## config.mk

```make
export PLATFORM = sky130hd
export DESIGN_NAME = hpdcache_slot_allocator
export DESIGN_NICKNAME = d
export VERILOG_FILES = /design/src/rtl/hpdcache_prio_bin_encoder.sv /design/src/rtl/hpdcache_slot_allocator.sv
export SDC_FILE = /design/constraint.sdc
export NUM_CORES = 1
export LEC_CHECK = 0
export CAP_MARGIN = 0
export CORE_MARGIN = 8
export CORE_UTILIZATION = 40
export DETAILED_ROUTE_END_ITERATION = 12
export HOLD_SLACK_MARGIN = 0.08
export PLACE_DENSITY = 0.78
export SKIP_CTS_REPAIR_TIMING = 1
export SYNTH_ARGS = -nofsm -noshare
export SYNTH_HDL_FRONTEND = slang
export SYNTH_SLANG_ARGS = --single-unit
```

## constraint.sdc

```tcl
create_clock -name clk_i -period 3.21 [get_ports clk_i]
set_input_delay 0.642 -clock clk_i [delete_from_list [all_inputs] [get_ports clk_i]]
set_output_delay 0.642 -clock clk_i [all_outputs]
set_load 0.05 [all_outputs]
```

## src/rtl/hpdcache_prio_bin_encoder.sv

```systemverilog
// Priority binary encoder: returns the index of the lowest set bit of val_i.
// Purely combinational; returns 0 when no bit is set.
module hpdcache_prio_bin_encoder #(
    parameter int N = 8
) (
    input  logic [N-1:0]         val_i,
    output logic [$clog2(N)-1:0] val_o
);
    localparam int W = $clog2(N);

    // Scan from the top so the lowest set index is the last write and wins.
    always_comb begin
        val_o = '0;
        for (int i = N - 1; i >= 0; i--) begin
            if (val_i[i]) val_o = W'(i);
        end
    end
endmodule

```

## src/rtl/hpdcache_slot_allocator.sv

```systemverilog
// Slot allocator: registered busy bitmap, zero-latency lowest-free grant over valid/ready.
// Grant and ready depend only on registered state and flush_i; ready drops when full or flushing.
module hpdcache_slot_allocator #(
    parameter  int N      = 8,
    localparam int N_LOG2 = $clog2(N),
    localparam int CNT_W  = $clog2(N + 1)
) (
    input  logic              clk_i,
    input  logic              rst_i,
    input  logic              alloc_valid_i,
    output logic              alloc_ready_o,
    output logic [N_LOG2-1:0] alloc_id_o,
    input  logic              release_valid_i,
    input  logic [N_LOG2-1:0] release_id_i,
    input  logic              flush_i,
    output logic [N-1:0]      busy_o,
    output logic [CNT_W-1:0]  count_o,
    output logic              empty_o,
    output logic              full_o,
    output logic              err_o
);
    logic [N-1:0]      r_busy;
    logic [CNT_W-1:0]  r_count;
    logic              r_err;

    logic [N_LOG2-1:0] w_free_id;
    logic              w_full;
    logic              w_alloc_fire;
    logic              w_rel_hit;
    logic              w_rel_fire;
    logic              w_rel_illegal;
    logic [N-1:0]      w_alloc_mask;
    logic [N-1:0]      w_rel_mask;
    logic [N-1:0]      w_busy_nxt;
    logic [CNT_W-1:0]  w_count_nxt;

    hpdcache_prio_bin_encoder #(
        .N (N)
    ) free_slot_enc_i (
        .val_i (~r_busy),
        .val_o (w_free_id)
    );

    assign w_full        = (r_count == CNT_W'(N));
    assign alloc_ready_o = ~w_full & ~flush_i;
    assign alloc_id_o    = alloc_ready_o ? w_free_id : '0;
    assign w_alloc_fire  = alloc_valid_i & alloc_ready_o;

    // Out-of-range ids never match any slot, so they read back as "not busy".
    always_comb begin
        w_rel_hit    = 1'b0;
        w_rel_mask   = '0;
        w_alloc_mask = '0;
        for (int i = 0; i < N; i++) begin
            if (release_id_i == N_LOG2'(i)) begin
                w_rel_hit     = r_busy[i];
                w_rel_mask[i] = 1'b1;
            end
            if (w_free_id == N_LOG2'(i)) w_alloc_mask[i] = w_alloc_fire;
        end
    end

    assign w_rel_fire    = release_valid_i & w_rel_hit & ~flush_i;
    assign w_rel_illegal = release_valid_i & ~w_rel_hit & ~flush_i;

    // The granted slot is free and the released one busy, so the masks never overlap.
    assign w_busy_nxt  = (r_busy & ~(w_rel_fire ? w_rel_mask : '0)) | w_alloc_mask;
    assign w_count_nxt = r_count + CNT_W'(w_alloc_fire) - CNT_W'(w_rel_fire);

    always_ff @(posedge clk_i) begin
        if (rst_i) begin
            r_busy  <= '0;
            r_count <= '0;
        end else if (flush_i) begin
            r_busy  <= '0;
            r_count <= '0;
        end else begin
            r_busy  <= w_busy_nxt;
            r_count <= w_count_nxt;
        end
    end

    always_ff @(posedge clk_i) begin
        if (rst_i) begin
            r_err <= 1'b0;
        end else if (w_rel_illegal) begin
            r_err <= 1'b1;
        end
    end

    assign busy_o  = r_busy;
    assign count_o = r_count;
    assign empty_o = (r_count == '0);
    assign full_o  = w_full;
    assign err_o   = r_err;
endmodule
```

==> results of run 1 <==
[metal layers]
metal	up-vias	global-route usage (%)	share of wire (%)	wire, um
li1	414	-	-	-
met3	4	4.12	7.8	175
met5	-	0	0	0
met1	386	14.6	44	1000
met2	38	19.0	47	1050
met4	0	5.25	1.2	27
[critical path, stage by stage]
cell and delay [ps]:
clkdlybuf4s50_1 580, mux4_2 530, mux2i_1 220, nor2_1 80, ha_1 280, inv_1 50, ha_1 160, inv_1 50
fa_1 370, xor2_1 140, nor2_1 50
[registers in the layout (all words and copies together) (netlist names)]
register  count
count_o       4
busy_o        8
err_o         1
[power breakdown]
group / total (W) / switching, W / leakage (nW) / internal (W)
Sequential: 0.000166 / 0.00000218 / 0.105 / 0.000163
Clock: 0.000104 / 0.0000560 / 0.0150 / 0.0000483
Combinational: 0.0000603 / 0.0000350 / 0.329 / 0.0000253
Total: 0.000330 / 0.0000932 / 0.449 / 0.000237
[metrics by stage]
stage               instance area [um2]  hold WS (ps)
finish                             1180           480
CTS                                1180           492
detailed placement                 1150           473
global placement                   1150           464
floorplan                           852           714
global route                       1180           528
[kinds of logic (layout without fill, tap and decap cells)]
kind of cell / Yosys count / in the layout
adder cells (fa/ha/maj): 7 / 7
AND/OR/NAND/NOR: 44 / 44
XOR/XNOR: 2 / 2
multiplexers: 3 / 3
AO/OA/AOI/OAI: 18 / 18
buffers and inverters: 12 / 43
flip-flops: 13 / 13
[cells in the final DEF (no fill, tap or decap), drive strengths merged, types with 3 or more instances in the layout]
cell type and count:
clkbuf 4, inv 10, nand2 13, clkdlybuf4s50 22
nor2 12, buf 7, a32o 5, ha 6
nor2b 3, dfxtp 13, nor3b 3, a31oi 4
[area by class of cell]
| type | instances | area [um2] | share of cell area (%) |
|---|---|---|---|
| multi-input combinational | 74 | 546 | 46.4 |
| timing repair buffer | 29 | 273 | 23.2 |
| sequential | 13 | 260 | 22.1 |
| inverter | 10 | 37.5 | 3.19 |
| tap | 27 | 33.8 | 2.87 |
| clock buffer | 4 | 26.3 | 2.23 |
[final timing paths]
kind                             start               endpoint  slack [ps]  cells after the start
setup / recovery       release_id_i[1]  count_o[2]$_SDFF_PP0_         220                     11
hold / removal      err_o$_SDFFE_PP0P_     err_o$_SDFFE_PP0P_         480                      2
setup reg to reg  busy_o[1]$_SDFF_PP0_  count_o[2]$_SDFF_PP0_         830                     10
hold reg to reg     err_o$_SDFFE_PP0P_     err_o$_SDFFE_PP0P_         480                      2
==> results.md, run 1 <==
* Run status: complete, no violations
* Drt first pass iters at 4
* Max cap viols at 0
* Crit path capture type: register
* Worst EP required at 3380 ps
* Final Wtd Congestion at 0.841
* CP arrival at 3160 ps
* Largest fanout on the critical path at 4
* Synth Area in Adders at 11.2%
* Setup violators final at 0
* Slew HR at 60.9%
* Layout cell share with drive strength beyond 1 at 13.8%
* Area Overhead vs Synth at 38.0%
* Iteration-0 DRC count of the detailed router at 29
* Hold WC Path Type: reg2reg
* Final Non-Filler Cells at 157
* Setup TNS at 0 ps
* CTS tree: yes
* Syn nets at 114
* Die Ht at 62.2 um
* Pwr/cell area at 281 mW/mm2
* Fin crit share at 93.1%
* Clk_lat worst skew at 280 ps
* Post-synthesis simple-gate area fraction at 26.9%
* Fin. Hold Viols at 0
* Fillers at 161
* Dpl cells at 153
* Initial antenna violation count at 0
* Largest family of logic cells by synthesized area: simple AND/OR/NAND/NOR gates
* Die area at 0.00386 mm2
* Routed vias at 842
* Final Worst Setup Slack at 221 ps
* Synth Area in Compound Gates at 17.5%
* # port buffers at 26
* Static Leak at 0.449 nW
* Clock tree buffer depth at 2
* Post-synthesis cell area at 852 um2
* Register area share after synthesis at 30.5%
* Core area at 0.00198 mm2
* Main synth FF type: dfxtp_1
* H-tree levels at 1
* CTS clk-pin slew, worst paths at 80 ps
* Antenna cells at 0
* Unrepaired setup endpoints after global routing: no
* Final Util at 59.3%
* HPWL after DPL at 1860 um
* # DRC at 0
* Fmax at 335 MHz
* FFs w/ async S/R, synth at 0%
* Tot GR Track Use at 12.1%
* Vias in the first global route at 806
* XOR/XNOR Fraction of Synth Area at 2.06%
* Synth area leader: dfxtp_1
* Wire per inst at 14.4 um
* Die W at 62.2 um
* Post-Place Worst Slack at -81.5 ps
* Top cells by count, synth: 13 x dfxtp_1, 13 x nand2_1, 12 x nor2_1, 9 x inv_1, 6 x ha_1
* Top-area cell type share of the netlist area at 30.5%
* Max-slew violations at 0
* Total chip power at 0.000330 W
* Fin nets at 146
* Starting density of the core at 43.0%
* IO Count at 27
* Multiplexer share of the synthesized area at 6.46%
* Nature of the critical path startpoint: input port
* WL final at 2260 um
* Number of buffers created by CTS at 3
* Seq cells post-synth at 13
* Root buffer cell: clkbuf_4
* EDFF count, synth at 0
* Final min period at 2990 ps
* Avg Cell Area, Syn at 8.61 um2
* VDD IR-drop max at 226 uV
* Worst Tran Pin Value at 584 ps
* Synth cell types at 38
* Rows at 16
* Detail Route Antenna Nets at 0
* Number of vias per cell at 5.36
* Clk sink count at 13
* Global-route wire length before repair at 3830 um
* Synth Warn # at 0
* Total congestion overflow at 0
* WS Path Type: in2reg
* Fin Clk Skew at 2.43 ps
* Pin count of the biggest net entering global routing at 9
* Ranking of synthesized cells by area: dfxtp_1 31%, ha_1 8.8%, nand2_1 5.7%, mux4_2 5.3%, nor2_1 5.3%
* Post-Synthesis Cells at 99
Power figures use the tool's default switching activity.
==> inputs of run 2 (changes only) <==
CTS_CLUSTER_SIZE = 14   (was unset)
PLACE_DENSITY = 0.77   (was 0.78)
SYNTH_HIERARCHICAL = 1   (was unset)
==> run 2 against run 1 <==
Effect of this change: maximum frequency is 8.0% higher; sequential cell count stayed put; non-clock buffer count is 3 lower; critical path depth is 1 higher; power is 13% higher; area after synthesis is 2.8% higher; die area is 2.1% higher; synthesized cell count is 9.1% higher; combinational power is 67% higher; first-iteration DRC count is 62% higher; worst hold slack better by 13 ps; largest power group unchanged.
==> results.md, run 2 <==
* Run status: complete, no violations
* Hold WC Path Type: reg2reg
* Iteration-0 DRC count of the detailed router at 47
* Syn nets at 123
* Antenna cells at 0
* Crit path capture type: register
* Fin crit share at 86.2%
* Worst EP required at 3380 ps
* EDFF count, synth at 0
* Cell area after layout at 0.00118 mm2
* Wire per inst at 14.0 um
* H-tree levels at 1
* HPWL after DPL at 1820 um
* Ranking of synthesized cells by area: dfxtp_1 30%, ha_1 8.6%, inv_1 8.1%, o2111ai_1 4.0%, o21ai_0 4.0%
* Area Overhead vs Synth at 34.6%
* Top-area cell type share of the netlist area at 29.7%
* FFs w/ async S/R, synth at 0%
* VDD IR-drop max at 167 uV
* Clock tree buffer depth at 2
* Die area at 0.00394 mm2
* Die Ht at 62.8 um
* Seq cells post-synth at 13
* Post-Synthesis Cells at 108
* Pin count of the biggest net entering global routing at 14
* Max cap viols at 0
* # port buffers at 26
* Top Metal Used: met4
* Initial antenna violation count at 0
* Pwr/cell area at 316 mW/mm2
* Root buffer cell: clkbuf_4
* Vias in the first global route at 865
* Static Leak at 0.428 nW
* Fillers at 191
* Unrepaired setup endpoints after global routing: no
* Post-synthesis cell area at 876 um2
* Tot GR Track Use at 12.3%
* Clk_lat worst skew at 290 ps
* Nature of the critical path startpoint: input port
* Rows at 17
* Cells along the critical path: clkdlybuf4s50_1 > nand2_1 > o2111ai_1 > nand4_1 > nor2_1 > ha_1 > inv_1 > ha_1 > inv_1 > fa_1 > xor2_1 > nor2_1
* Routed wl met3 at 164 um
* CTS clk-pin slew, worst paths at 80 ps
* Most common cell after layout, fill and taps aside: clkdlybuf4s50_1
* Detail Route Antenna Nets at 0
* Slew HR at 48.1%
* Register area share after synthesis at 29.7%
* Most frequent cells in the layout: 22 x clkdlybuf4s50_1, 19 x inv_1, 13 x dfxtp_1
* Synth cell types at 33
* M1 WL at 971 um
* Global-route wire length before repair at 4010 um
* CP max stage delay at 710 ps
* Dpl cell area at 0.00115 mm2
* Synth Warn # at 6
* Setup TNS at 0 ps
* Final Wtd Congestion at 0.835
* Synth area leader: dfxtp_1
* Avg Cell Area, Syn at 8.11 um2
* # DRC at 0
* Routed vias at 891
* Main synth FF type: dfxtp_1
* Number of buffers created by CTS at 3
* CP arrival at 2940 ps
* Fin Clk Skew at 11.2 ps
* Slowest cell on the critical path: clkdlybuf4s50_1
* Final min period at 2770 ps
* WL final at 2290 um
* Number of vias per cell at 5.43
* Die W at 62.8 um
* Max-slew violations at 0
* Top cells by count, synth: 19 x inv_1, 13 x dfxtp_1, 8 x nor2_1, 7 x nand2_1, 7 x o21ai_0
* WS Path Type: in2reg
* Reg-to-reg slack, setup at 820 ps
* Core area at 0.00215 mm2
* CTS tree: yes
* Layout cell share with drive strength beyond 1 at 11.0%
* Drt first pass iters at 4
* Fin nets at 152
* Max reg flops at 8
* Worst Tran Pin Value at 768 ps
* Most frequent cell after synthesis: inv_1
* Fmax at 361 MHz
* Met2 routed WL at 1080 um
* Total congestion overflow at 0
* Largest fanout on the critical path at 13
* Clk sink count at 13
* Fin. Hold Viols at 0
* IO Count at 27
* Starting density of the core at 40.8%
* Setup violators final at 0
[run 2: changes by cell type in the layout (fill, tap and decap cells not counted), sizes merged, moves of 4 or more]
| cell | delta |
|---|---|
| o21ai | +9 |
| a32o | -5 |
| o22ai | +6 |
| inv | +9 |
| o2111ai | +4 |
| nand2 | -6 |
| a31oi | -4 |
[run 2: where the power goes]
group | switching (W) | internal [W] | leakage, nW
logic | 0.0000624 | 0.0000382 | 0.308
clock network | 0.0000548 | 0.0000483 | 0.0150
registers | 0.00000374 | 0.000165 | 0.105
total | 0.000121 | 0.000252 | 0.428
[run 2: kinds of logic (layout without fill, tap and decap cells)]
group           Yosys count  after routing  synth area share (%)
flops                    13             13                  29.7
fa+ha+maj                 7              7                  10.9
compound gates           28             28                  23.0
xor+xnor                  2              2                  2.00
simple gates             37             37                  24.4
buf+inv                  21             49                  10.0
[run 2: area by class of cell]
class	instances	area [um2]	area share (%)
Clock buffer	4	26.3	2.23
Inverter	19	71.3	6.05
Sequential cell	13	260	22.1
Timing Repair Buffer	26	250	21.2
Multi-Input combinational cell	74	536	45.4
Tap cell	28	35.0	2.97
[run 2: worst max-delay path: cells and delay by family]
kind | cells | cell delay, ps
xor gates and xnor gates | 1 | 150
AOI/OAI and AO/OA | 1 | 120
and+or+nand+nor | 4 | 410
adders and majority gates | 3 | 790
buffers and inverters | 3 | 830
[run 2: layer usage]
layer / global-route usage [%] / vias to the layer above
met4: 8.83 / 0
li1: - / 434
met5: 0 / -
met2: 19.5 / 38
met3: 2.69 / 5
met1: 14.1 / 414
[run 2: through the flow]
stage / util, % / power (W) / instances / hold WS (ps) / worst slack [ps]
floorplan: - / 0.000238 / 108 / 722 / 41.1
finish: 54.9 / 0.000373 / 164 / 493 / 443
global route: 54.9 / 0.000394 / 164 / 514 / 218
CTS: 54.9 / 0.000380 / 164 / 507 / 467
detailed placement: 53.6 / 0.000273 / 160 / 480 / 160
global placement: 53.6 / 0.000271 / 160 / 467 / 198
[run 2: path summary, 6_finish.rpt]
check,startpoint,to,cells after the start
worst max register to register,count_o[2]$_SDFF_PP0_,count_o[2]$_SDFF_PP0_,12
worst max-delay path,release_id_i[1],count_o[2]$_SDFF_PP0_,12
worst min register to register,err_o$_SDFFE_PP0P_,err_o$_SDFFE_PP0P_,1
worst min-delay path,err_o$_SDFFE_PP0P_,err_o$_SDFFE_PP0P_,1
==> inputs of run 3 (changes only) <==
ABC_CLOCK_PERIOD_IN_PS = 3210   (was unset)
==> results of run 3 <==
No change in the layout: final DEF, timing and power equal those of run 2.
